### src/rtl/mem_arbiter_if.sv
// ----------------------------------------------------------------------------
// mem_arbiter_if
// Bundles the two requester ports (instruction fetch, data load/store) and the
// single-port memory side of the memory arbiter.
//   slave  modport : arbiter view (requests and mem_rdata in; grants, read
//                    responses and memory drive out)
//   master modport : core/memory view (the opposite directions)
// Signals:
//   if_req/if_addr              fetch request, held until if_gnt
//   if_gnt/if_rvalid/if_rdata   fetch grant pulse and registered read response
//   dm_req/dm_we/dm_addr/dm_wdata  data request, held until dm_gnt
//   dm_gnt/dm_rvalid/dm_rdata   data grant pulse and registered load response
//   mem_we/mem_addr/mem_wdata   to the memory
//   mem_rdata                   combinational read data from the memory
// ----------------------------------------------------------------------------
interface mem_arbiter_if #(
   parameter int ADDR_W = 10,
   parameter int DATA_W = 32
);
   logic              if_req;
   logic [ADDR_W-1:0] if_addr;
   logic              if_gnt;
   logic              if_rvalid;
   logic [DATA_W-1:0] if_rdata;

   logic              dm_req;
   logic              dm_we;
   logic [ADDR_W-1:0] dm_addr;
   logic [DATA_W-1:0] dm_wdata;
   logic              dm_gnt;
   logic              dm_rvalid;
   logic [DATA_W-1:0] dm_rdata;

   logic              mem_we;
   logic [ADDR_W-1:0] mem_addr;
   logic [DATA_W-1:0] mem_wdata;
   logic [DATA_W-1:0] mem_rdata;

   modport slave (
      input  if_req, if_addr, dm_req, dm_we, dm_addr, dm_wdata, mem_rdata,
      output if_gnt, if_rvalid, if_rdata, dm_gnt, dm_rvalid, dm_rdata,
             mem_we, mem_addr, mem_wdata
   );

   modport master (
      output if_req, if_addr, dm_req, dm_we, dm_addr, dm_wdata, mem_rdata,
      input  if_gnt, if_rvalid, if_rdata, dm_gnt, dm_rvalid, dm_rdata,
             mem_we, mem_addr, mem_wdata
   );
endinterface

### src/rtl/mem_arbiter.sv
// ----------------------------------------------------------------------------
// mem_arbiter
// Shares one single-port word memory between the instruction-fetch port
// (read-only) and the data load/store port. Each access takes two cycles:
// IDLE samples the requests and registers the winner, SERVE_x drives the
// memory for exactly one cycle with the grant pulse, and the read data comes
// back on a registered response in the following cycle.
// Ports:
//   clk    rising-edge clock
//   rst_n  asynchronous active-low reset (drops mem_we immediately, so a
//          store in flight is never committed)
//   bus    mem_arbiter_if.slave, see the interface for the signal list
// Parameters: ADDR_W, DATA_W, MAX_WAIT (consecutive fetch losses before the
// fetch port is forced to win, 1..15).
// Build option: MEM_ARB_RR_EN selects round-robin arbitration on a tie and
// removes the starvation counter; undefined gives data-priority with the
// starvation guard.
// ----------------------------------------------------------------------------
module mem_arbiter #(
   parameter int ADDR_W   = 10,
   parameter int DATA_W   = 32,
   parameter int MAX_WAIT = 3
) (
   input logic          clk,
   input logic          rst_n,
   mem_arbiter_if.slave bus
);

   typedef enum logic [1:0] {
      ST_IDLE     = 2'd0,
      ST_SERVE_IF = 2'd1,
      ST_SERVE_DM = 2'd2
   } state_t;

   state_t            r_state;
   state_t            w_next_state;
   logic              w_if_win;
   logic              w_dm_win;

   logic              r_if_gnt;
   logic              r_dm_gnt;
   logic              r_if_rvalid;
   logic              r_dm_rvalid;
   logic              r_mem_we;
   logic [ADDR_W-1:0] r_mem_addr;
   logic [DATA_W-1:0] r_mem_wdata;
   logic [DATA_W-1:0] r_if_rdata;
   logic [DATA_W-1:0] r_dm_rdata;

`ifdef MEM_ARB_RR_EN
   logic              r_last_win_dm;   // 0: fetch won last, 1: data won last
`else
   localparam logic [3:0] LP_MAX_WAIT = 4'(MAX_WAIT);
   logic [3:0]        r_wait_cnt;
`endif

   // Winner selection and next state; a winner only exists in IDLE
   always_comb begin
      w_next_state = r_state;
      w_if_win     = 1'b0;
      w_dm_win     = 1'b0;
      case (r_state)
         ST_IDLE: begin
            if (bus.if_req && bus.dm_req) begin
`ifdef MEM_ARB_RR_EN
               w_if_win = r_last_win_dm;
               w_dm_win = ~r_last_win_dm;
`else
               // data has priority unless fetch has lost MAX_WAIT times in a row
               w_if_win = (r_wait_cnt == LP_MAX_WAIT);
               w_dm_win = (r_wait_cnt != LP_MAX_WAIT);
`endif
            end else begin
               w_if_win = bus.if_req;
               w_dm_win = bus.dm_req;
            end
            if (w_if_win) begin
               w_next_state = ST_SERVE_IF;
            end else if (w_dm_win) begin
               w_next_state = ST_SERVE_DM;
            end else begin
               w_next_state = ST_IDLE;
            end
         end
         ST_SERVE_IF: w_next_state = ST_IDLE;
         ST_SERVE_DM: w_next_state = ST_IDLE;
         default:     w_next_state = ST_IDLE;
      endcase
   end

   // State register
   always_ff @(posedge clk or negedge rst_n) begin
      if (!rst_n) begin
         r_state <= ST_IDLE;
      end else begin
         r_state <= w_next_state;
      end
   end

   // Grant pulses, registered winner request and read-response capture
   always_ff @(posedge clk or negedge rst_n) begin
      if (!rst_n) begin
         r_if_gnt    <= 1'b0;
         r_dm_gnt    <= 1'b0;
         r_mem_we    <= 1'b0;
         r_mem_addr  <= '0;
         r_mem_wdata <= '0;
         r_if_rvalid <= 1'b0;
         r_dm_rvalid <= 1'b0;
         r_if_rdata  <= '0;
         r_dm_rdata  <= '0;
      end else begin
         // grant and write enable are high exactly during the SERVE cycle
         r_if_gnt    <= w_if_win;
         r_dm_gnt    <= w_dm_win;
         r_mem_we    <= w_dm_win & bus.dm_we;
         if (w_if_win) begin
            r_mem_addr  <= bus.if_addr;
            r_mem_wdata <= '0;
         end else if (w_dm_win) begin
            r_mem_addr  <= bus.dm_addr;
            r_mem_wdata <= bus.dm_wdata;
         end else begin
            r_mem_addr  <= r_mem_addr;
            r_mem_wdata <= r_mem_wdata;
         end
         // in SERVE_DM, r_mem_we still holds the store flag of this access
         r_if_rvalid <= (r_state == ST_SERVE_IF);
         r_dm_rvalid <= (r_state == ST_SERVE_DM) & ~r_mem_we;
         if (r_state == ST_SERVE_IF) begin
            r_if_rdata <= bus.mem_rdata;
         end
         if ((r_state == ST_SERVE_DM) && !r_mem_we) begin
            r_dm_rdata <= bus.mem_rdata;
         end
      end
   end

`ifdef MEM_ARB_RR_EN
   // Remember which port won the most recent grant
   always_ff @(posedge clk or negedge rst_n) begin
      if (!rst_n) begin
         r_last_win_dm <= 1'b0;
      end else if (w_if_win || w_dm_win) begin
         r_last_win_dm <= w_dm_win;
      end
   end
`else
   // Count consecutive fetch losses, saturating at MAX_WAIT
   always_ff @(posedge clk or negedge rst_n) begin
      if (!rst_n) begin
         r_wait_cnt <= 4'd0;
      end else if (w_if_win) begin
         r_wait_cnt <= 4'd0;
      end else if (w_dm_win && bus.if_req && (r_wait_cnt != LP_MAX_WAIT)) begin
         r_wait_cnt <= r_wait_cnt + 4'd1;
      end
   end
`endif

   assign bus.if_gnt    = r_if_gnt;
   assign bus.dm_gnt    = r_dm_gnt;
   assign bus.if_rvalid = r_if_rvalid;
   assign bus.dm_rvalid = r_dm_rvalid;
   assign bus.if_rdata  = r_if_rdata;
   assign bus.dm_rdata  = r_dm_rdata;
   assign bus.mem_we    = r_mem_we;
   assign bus.mem_addr  = r_mem_addr;
   assign bus.mem_wdata = r_mem_wdata;

endmodule

### src/flat_wrapper.sv
// flat-port wrapper written by rule: the top's interface ports become plain ports
module mem_arbiter_flat 
#(
   parameter int ADDR_W   = 10,
   parameter int DATA_W   = 32,
   parameter int MAX_WAIT = 3
)
  (clk, rst_n, bus_if_req, bus_if_addr, bus_dm_req, bus_dm_we, bus_dm_addr, bus_dm_wdata, bus_mem_rdata, bus_if_gnt, bus_if_rvalid, bus_if_rdata, bus_dm_gnt, bus_dm_rvalid, bus_dm_rdata, bus_mem_we, bus_mem_addr, bus_mem_wdata);
  mem_arbiter_if #(.ADDR_W(ADDR_W), .DATA_W(DATA_W)) bus_i ();
  input logic clk;
  input logic rst_n;
  input wire logic [$bits(bus_i.if_req)-1:0] bus_if_req;
  input wire logic [$bits(bus_i.if_addr)-1:0] bus_if_addr;
  input wire logic [$bits(bus_i.dm_req)-1:0] bus_dm_req;
  input wire logic [$bits(bus_i.dm_we)-1:0] bus_dm_we;
  input wire logic [$bits(bus_i.dm_addr)-1:0] bus_dm_addr;
  input wire logic [$bits(bus_i.dm_wdata)-1:0] bus_dm_wdata;
  input wire logic [$bits(bus_i.mem_rdata)-1:0] bus_mem_rdata;
  output wire logic [$bits(bus_i.if_gnt)-1:0] bus_if_gnt;
  output wire logic [$bits(bus_i.if_rvalid)-1:0] bus_if_rvalid;
  output wire logic [$bits(bus_i.if_rdata)-1:0] bus_if_rdata;
  output wire logic [$bits(bus_i.dm_gnt)-1:0] bus_dm_gnt;
  output wire logic [$bits(bus_i.dm_rvalid)-1:0] bus_dm_rvalid;
  output wire logic [$bits(bus_i.dm_rdata)-1:0] bus_dm_rdata;
  output wire logic [$bits(bus_i.mem_we)-1:0] bus_mem_we;
  output wire logic [$bits(bus_i.mem_addr)-1:0] bus_mem_addr;
  output wire logic [$bits(bus_i.mem_wdata)-1:0] bus_mem_wdata;
  assign bus_i.if_req = bus_if_req;
  assign bus_i.if_addr = bus_if_addr;
  assign bus_i.dm_req = bus_dm_req;
  assign bus_i.dm_we = bus_dm_we;
  assign bus_i.dm_addr = bus_dm_addr;
  assign bus_i.dm_wdata = bus_dm_wdata;
  assign bus_i.mem_rdata = bus_mem_rdata;
  assign bus_if_gnt = bus_i.if_gnt;
  assign bus_if_rvalid = bus_i.if_rvalid;
  assign bus_if_rdata = bus_i.if_rdata;
  assign bus_dm_gnt = bus_i.dm_gnt;
  assign bus_dm_rvalid = bus_i.dm_rvalid;
  assign bus_dm_rdata = bus_i.dm_rdata;
  assign bus_mem_we = bus_i.mem_we;
  assign bus_mem_addr = bus_i.mem_addr;
  assign bus_mem_wdata = bus_i.mem_wdata;
  mem_arbiter #(.ADDR_W(ADDR_W), .DATA_W(DATA_W), .MAX_WAIT(MAX_WAIT)) u_core (.clk(clk), .rst_n(rst_n), .bus(bus_i));
endmodule
### config.mk
export PLATFORM = sky130hd
export DESIGN_NAME = mem_arbiter_flat
export DESIGN_NICKNAME = d
export VERILOG_FILES = /design/src/rtl/mem_arbiter_if.sv /design/src/rtl/mem_arbiter.sv /design/src/flat_wrapper.sv
export SDC_FILE = /design/constraint.sdc
export NUM_CORES = 1
export LEC_CHECK = 0
export BUFFER_PORTS_ARGS = -buffer_cell sky130_fd_sc_hd__buf_2
export CAP_MARGIN = 0
export CORE_ASPECT_RATIO = 2
export CORE_MARGIN = 2
export CORE_UTILIZATION = 51
export DETAILED_ROUTE_END_ITERATION = 12
export PLACE_DENSITY = 0.85
export SLEW_MARGIN = 20
export SYNTH_ARGS = -nofsm -noshare
export SYNTH_HDL_FRONTEND = slang
export SYNTH_SLANG_ARGS = --single-unit
export TNS_END_PERCENT = 10
### constraint.sdc
create_clock -name clk -period 5.4 [get_ports clk]
set_input_delay 1.08 -clock clk [delete_from_list [all_inputs] [get_ports clk]]
set_output_delay 1.08 -clock clk [all_outputs]
set_load 0.1 [all_outputs]
# Yosys cells after proc, flatten, opt, wreduce, memory -nomap -nowiden
# Cells that the tools add are included.
# W data, S select, Z words.
[classes] n_bitwise=3 eq_ne=4 n_mux=15 n_reduce_logical=8 addsub=1
[op_table] cell="$mux W32" count=2
[op_table] cell="$mux W10" count=2
[op_table] cell="$mux W4" count=2
[op_table] cell="$mux W1" count=6
[op_table] cell="$mux W2" count=3
[op_table] cell="$add A4 B1 Y4 const B" count=1
[op_table] cell="$eq A4 B2 Y1 const B" count=1
[op_table] cell="$logic_and A1 B1 Y1" count=4
[op_table] cell="$ne A4 B2 Y1 const B" count=1
[op_table] cell="$reduce_bool A2 Y1" count=2
[op_table] cell="$and A1 B1 Y1" count=2
[op_table] cell="$eq A2 B1 Y1 const B" count=1
[op_table] cell="$eq A2 B2 Y1 const B" count=1
[op_table] cell="$logic_not A2 Y1" count=1
[op_table] cell="$logic_not A1 Y1" count=1
[op_table] cell="$not A1 Y1" count=1
[word_totals] in_bits=89 out_inout_bits=111 wordCells=42 reg_bits=117

# Longest topological paths before layout
# Gate-level depths: netlist of the first run.
[logic_depth] ltp_word=8 mapped_depth=7

# Worst setup path after synthesis of the first run
# No wires, ideal clock.
[synth_timing] path_type="reg2reg" from="register u_core.r_state[0]" to="register u_core.r_if_rdata[10] (netlist: u_core.bus.if_rdata[10])" setup_ns=0.125 synth_period_minus_slack_ns=2.248 t_arrival_ns=2.122 path_stages_with_launch=6 n_path_buf=3 required_ns=5.275 setup_slack_ns=3.152 cell_sequence="dfrtp_1 buf_2 nor2b_1 clkbuf_1 buf_2 mux2_2"
[synth_between] elab_chain_cells=1
[synth_rtl] element="start, declared" line="mem_arbiter.sv:35" text="state_t r_state;"
[synth_rtl] element="start signal, assigned" line="mem_arbiter.sv:96" text="r_state <= w_next_state;"
[synth_rtl] element="$eq A2 B1 Y1" line="mem_arbiter.sv:130" text="if (r_state == ST_SERVE_IF) begin"
[synth_rtl] element="end signal, assigned" line="mem_arbiter.sv:131" text="r_if_rdata <= bus.mem_rdata;"
[synth_rtl] element="end, declared" line="mem_arbiter.sv:47" text="logic [DATA_W-1:0] r_if_rdata;"
# No other way between the ends.
# A chain may end at the register's enable or synchronous reset.

==> results of run 1 <==
==> stage by stage <==
stage          setup WS, ns  std cells
3_3_place_gp           2.47        632
2_1_floorplan          3.15        356
6_report               2.80        665
4_1_cts                2.78        664
5_1_grt                2.75        665
3_5_place_dp           2.38        632
==> state kept, by name (all words and copies together), names as in the netlist <==
register and count:
u_core.bus.mem_we 1, u_core.bus.if_rdata 32, u_core.bus.dm_rdata 32, u_core.bus.mem_wdata 32, u_core.r_state 2, u_core.bus.dm_rvalid 1
u_core.bus.mem_addr 10, u_core.bus.if_rvalid 1, u_core.bus.dm_gnt 1, u_core.r_wait_cnt 4
==> cell usage after synthesis (all sizes together) (3+ instances only) <==
master	n	share of area
nor2	3	0.0024
o21ai	34	0.037
inv	3	0.0024
nand2	4	0.0032
and3	11	0.015
a221o	10	0.022
buf	16	0.023
clkbuf	13	0.011
mux2	64	0.16
a21oi	34	0.037
nand3	34	0.037
or3b	3	0.0057
dfrtp	116	0.62
==> how the worst min path moves through the flow <==
stage | cells past startpoint | endpoint | slack [ns]
6_report | 1 | u_core.bus.if_rdata[1]$_DFFE_PN0P_ | 0.50
4_1_cts | 1 | u_core.bus.if_rdata[1]$_DFFE_PN0P_ | 0.50
3_5_place_dp | 1 | u_core.bus.if_rdata[1]$_DFFE_PN0P_ | 0.49
2_1_floorplan | 2 | u_core.r_wait_cnt[1]$_DFFE_PN0P_ | 0.47
3_3_place_gp | 1 | u_core.bus.dm_rdata[13]$_DFFE_PN0P_ | 0.48
5_1_grt | 1 | u_core.bus.if_rdata[13]$_DFFE_PN0P_ | 0.51
==> layer usage <==
metal  share of wire  up-vias  wire [um]  global-route usage
met2            0.55      187       6250               0.418
li1                -     1678          -                   -
met3           0.077       13        875              0.0749
met4           0.013        0        146              0.0854
met1            0.36     1836       4120               0.269
met5               0        -          0                   0
==> final cells by class <==
class,instances,area [sq um]
inverter,3,11.3
clock buffer,18,439
multi-input combinational,208,1600
tap,102,128
fill,637,2630
timing repair buffer,204,1060
sequential,116,2900
clock inverter,14,185
==> kinds of logic after synthesis <==
family	Yosys count	synth area share
and+or+nand+nor	61	0.0765
buffers and inverters	32	0.0356
muxes	64	0.155
adders and majority gates	1	0.00269
DFF	116	0.625
AOI/OAI and AO/OA	82	0.105
==> results.json, run 1 <==
{
  "dp.final_hpwl_um": 7770,
  "critPathKind": "reg2out",
  "drt-vias-per-instance": 5.58,
  "cts_setup_buffers": 0,
  "finalSetupTns_ns": 0,
  "die_w_um": 71.5,
  "syn_area_sq_um": 4640,
  "wirelength_um": 11400,
  "dr_total_vias": 3714,
  "wl_per_cell_um": 17.1,
  "async_reset_ff_frac": 1.00,
  "grt_usage": 0.240,
  "gp_congestion": 0.813,
  "grt_pass1_vias": 3755,
  "cts_tree": "done",
  "yosysUniqueCellTypes": 24,
  "drc": 0,
  "tightest_slew_ns": 0.983,
  "synth_top_flop_cell": "dfrtp_1",
  "timing.final.crit_share": 0.481,
  "final_core_util": 0.706,
  "max_stage_delay_ns": 0.60,
  "cp.arrival_ns": 1.52,
  "syn_area_per_cell_sq_um": 13.0,
  "antenna_found_initial": 0,
  "relSlewSlack": 0.345,
  "pin_count": 200,
  "rsz0062_at_grt": "no",
  "nets": 640,
  "final_cell_mix": "buf_2 (198), dfrtp_1 (116), mux2_2 (64), nand3_1 (34), a21oi_1 (34)",
  "grt_max_degree": 69,
  "hold_path_class": "reg2reg",
  "layout-drive-gt1-share": 0.544,
  "ys_seq_area_frac": 0.625,
  "critPathBufInv": 1,
  "hold_viol_final": 0,
  "postSynthCellCount": 356,
  "clkTransAtPathRegs_ns": 0.05,
  "crit_path_start": "u_core.r_state[0]$_DFF_PN0_",
  "start_util": 0.519,
  "numPortBuffers": 199,
  "place_area_sq_um": 5670,
  "clockBufferDepth": 2,
  "whs_ns": 0.496,
  "slowest_stage": "dfrtp_1",
  "path_cells": "buf_2",
  "grt_overflow_total": 0,
  "area_delta_synth_final_pct": 36.0,
  "ant_nets": 0,
  "dr.first_iter.drc_count": 187,
  "rows": 49,
  "clkLatencyLatePin_ns": 0.40,
  "end_kind": "primary output",
  "ys_seq_elements": 116,
  "grt_pass1_wl_um": 18600,
  "fmax_ghz": 0.385,
  "synth_edf_count": 0,
  "cts_sinks": 116,
  "critical_path_depth": 1,
  "setup_viol": 0,
  "maxCapViolCount": 0,
  "syn_nets": 446,
  "fin_area_sq_um": 6320,
  "r2r_end": "u_core.bus.mem_wdata[20]$_DFFE_PN0P_",
  "cp_top_family": "flip-flops",
  "skew_ns": 0.00804,
  "reg2reg_from": "u_core.r_wait_cnt[0]$_DFFE_PN0P_",
  "drt_first_pass_iters": 4,
  "htreeDepth": 4,
  "dieArea_sq_um": 9930,
  "dieHeight_um": 139,
  "min_from": "u_core.bus.if_rdata[1]$_DFFE_PN0P_",
  "r2r_cells": 5,
  "critPathMaxFanout": 10,
  "ys_warn_count": 0,
  "period_minus_slack_ns": 2.60,
  "antenna_cells": 0,
  "ctsResizeCount": 0,
  "core_area_sq_um": 8950,
  "root_buffer": "clkbuf_16",
  "crit_end": "bus_if_gnt",
  "start_kind": "flip-flop",
  "status": "completed",
  "worst_ep_required_time_ns": 4.32,
  "mostFrequentLayoutCell": "buf_2",
  "maxSlewViolCount": 0,
  "r2r_slack_ns": 3.26,
  "numCtsBuffers": 17,
  "cts_hold_buf": 0
}
Power of run 1 is not shown: default switching activity piles up to over one toggle a cycle in this logic, so the estimate is an artifact.
==> run 2, diff against run 1 <==
CORE_UTILIZATION = 43   (was 51)
PLACE_DENSITY = 0.76   (was 0.85)
clock period = 2.2 ns   (was 5.4 ns; I/O delays follow)
==> results.json, run 2 (synthesis gave the netlist of run 1 again) <==
{
  "fmax_ghz": 0.508,
  "layout-drive-gt1-share": 0.547,
  "tightest_slew_ns": 0.791,
  "numCtsBuffers": 17,
  "path_cells": "ha_1 > or3b_2 > a31oi_4 > buf_12 > a221o_1",
  "drc": 0,
  "skew_ns": 0.00498,
  "grt_overflow_total": 0,
  "drt-vias-per-instance": 5.28,
  "critPathKind": "reg2reg",
  "hold_viol_final": 0,
  "crit_path_start": "u_core.r_wait_cnt[0]$_DFFE_PN0P_",
  "wirelength_um": 11600,
  "start_util": 0.440,
  "htreeDepth": 4,
  "area_delta_synth_final_pct": 38.8,
  "final_cell_mix": "buf_2 (198), dfrtp_1 (115), mux2_2 (64), nand3_1 (34), a21oi_1 (34)",
  "dp.final_hpwl_um": 8420,
  "fin_area_sq_um": 6450,
  "clkTransAtPathRegs_ns": 0.06,
  "timing.final.crit_share": 0.895,
  "setup_viol": 0,
  "critPathMaxFanout": 40,
  "dr_total_vias": 3729,
  "cts_tree": "done",
  "cts_setup_buffers": 0,
  "drt_first_pass_iters": 4,
  "worst_ep_required_time_ns": 2.52,
  "reg2reg_from": "u_core.r_wait_cnt[0]$_DFFE_PN0P_",
  "slowest_stage": "or3b_2",
  "clockBufferDepth": 2,
  "rows": 53,
  "ant_nets": 0,
  "period_minus_slack_ns": 1.97,
  "gp_congestion": 0.784,
  "dieHeight_um": 151,
  "clkLatencyLatePin_ns": 0.39,
  "core_area_sq_um": 10500,
  "cp.arrival_ns": 2.29,
  "die_w_um": 77.5,
  "place_area_sq_um": 5810,
  "r2r_cells": 5,
  "r2r_end": "u_core.bus.mem_addr[7]$_DFFE_PN0P_",
  "cts_sinks": 116,
  "place_ws_ns": 0.238,
  "maxCapViolCount": 0,
  "nets": 646,
  "grt_pass1_vias": 3765,
  "antenna_cells": 0,
  "r2r_slack_ns": 0.23,
  "crit_end": "u_core.bus.mem_addr[7]$_DFFE_PN0P_",
  "grt_pass1_wl_um": 18200,
  "pin_count": 200,
  "mostFrequentLayoutCell": "buf_2",
  "grt_usage": 0.201,
  "rsz0062_at_grt": "no",
  "dr.first_iter.drc_count": 126,
  "status": "completed",
  "hold_path_class": "in2reg",
  "relSlewSlack": 0.469,
  "end_kind": "flip-flop",
  "grt_max_degree": 56,
  "antenna_found_initial": 0,
  "root_buffer": "clkbuf_16",
  "wl_per_cell_um": 16.4,
  "fin_ws_ns": 0.232,
  "max_stage_delay_ns": 0.51,
  "finalSetupTns_ns": 0,
  "maxSlewViolCount": 0,
  "dieArea_sq_um": 11700,
  "start_kind": "flip-flop",
  "numPortBuffers": 199
}
## run 2: changes by cell type in the layout (fill, tap and decap cells not counted), sizes merged
| cell | previous run | this run |
|---|---|---|
| buf | 204 | 209 |
| clkinv | 7 | 2 |
| clkbuf | 18 | 20 |
| inv | 3 | 5 |
| clkinvlp | 3 | 4 |
| dlygate4sd3 | 0 | 1 |
## run 2: timing repair
item / in CTS / in global routing
resized for setup: 0 / 0
hold buffers: 1 / 0
endpoints found under the hold margin: 16 / 0
## run 2: layer usage
metal  global-route usage  up-vias  wire, um
met5                    0        -         0
met4               0.0857        0       170
li1                     -     1696         -
met3               0.0513       18       611
met2                0.369      155      6440
met1                0.215     1860      4350
## run 2: worst min path at each step
stage	startpoint	endpoint	slack, ns	cells after the start
2_1_floorplan	rst_n	u_core.bus.dm_gnt$_DFF_PN0_	0.14	0
3_3_place_gp	rst_n	u_core.bus.dm_rdata[13]$_DFFE_PN0P_	0.34	1
3_5_place_dp	rst_n	u_core.bus.dm_rdata[13]$_DFFE_PN0P_	0.34	1
4_1_cts	bus_if_addr[8]	u_core.bus.mem_addr[8]$_DFFE_PN0P_	0.26	2
5_1_grt	bus_if_addr[8]	u_core.bus.mem_addr[8]$_DFFE_PN0P_	0.25	2
6_report	bus_if_addr[8]	u_core.bus.mem_addr[8]$_DFFE_PN0P_	0.28	2
## run 2: worst max-delay path: cells and delay by family (launching register included)
family | cells | cell delay, ns
AOI/OAI and AO/OA | 2 | 0.45
adders and majority gates | 1 | 0.27
buffers and inverters | 1 | 0.24
DFF | 1 | 0.40
and+or+nand+nor | 1 | 0.51
## run 2: final cells by class
cell class | instances | area (sq um)
Fill cell | 862 | 4100
Sequential cell | 116 | 2900
Multi-Input combinational cell | 208 | 1600
Timing Repair Buffer | 210 | 1130
Clock buffer | 20 | 447
Clock inverter | 12 | 178
Tap cell | 137 | 171
Inverter | 3 | 11.3
## run 2: stage by stage
stage	cells	util	hold slack, ns
after global placement	673	0.551	0.337
after floorplan	356	-	0.144
final	706	0.611	0.275
after detailed placement	673	0.551	0.338
after global routing	706	0.611	0.250
after CTS	706	0.611	0.257
Power of run 2 is left out for the same reason.
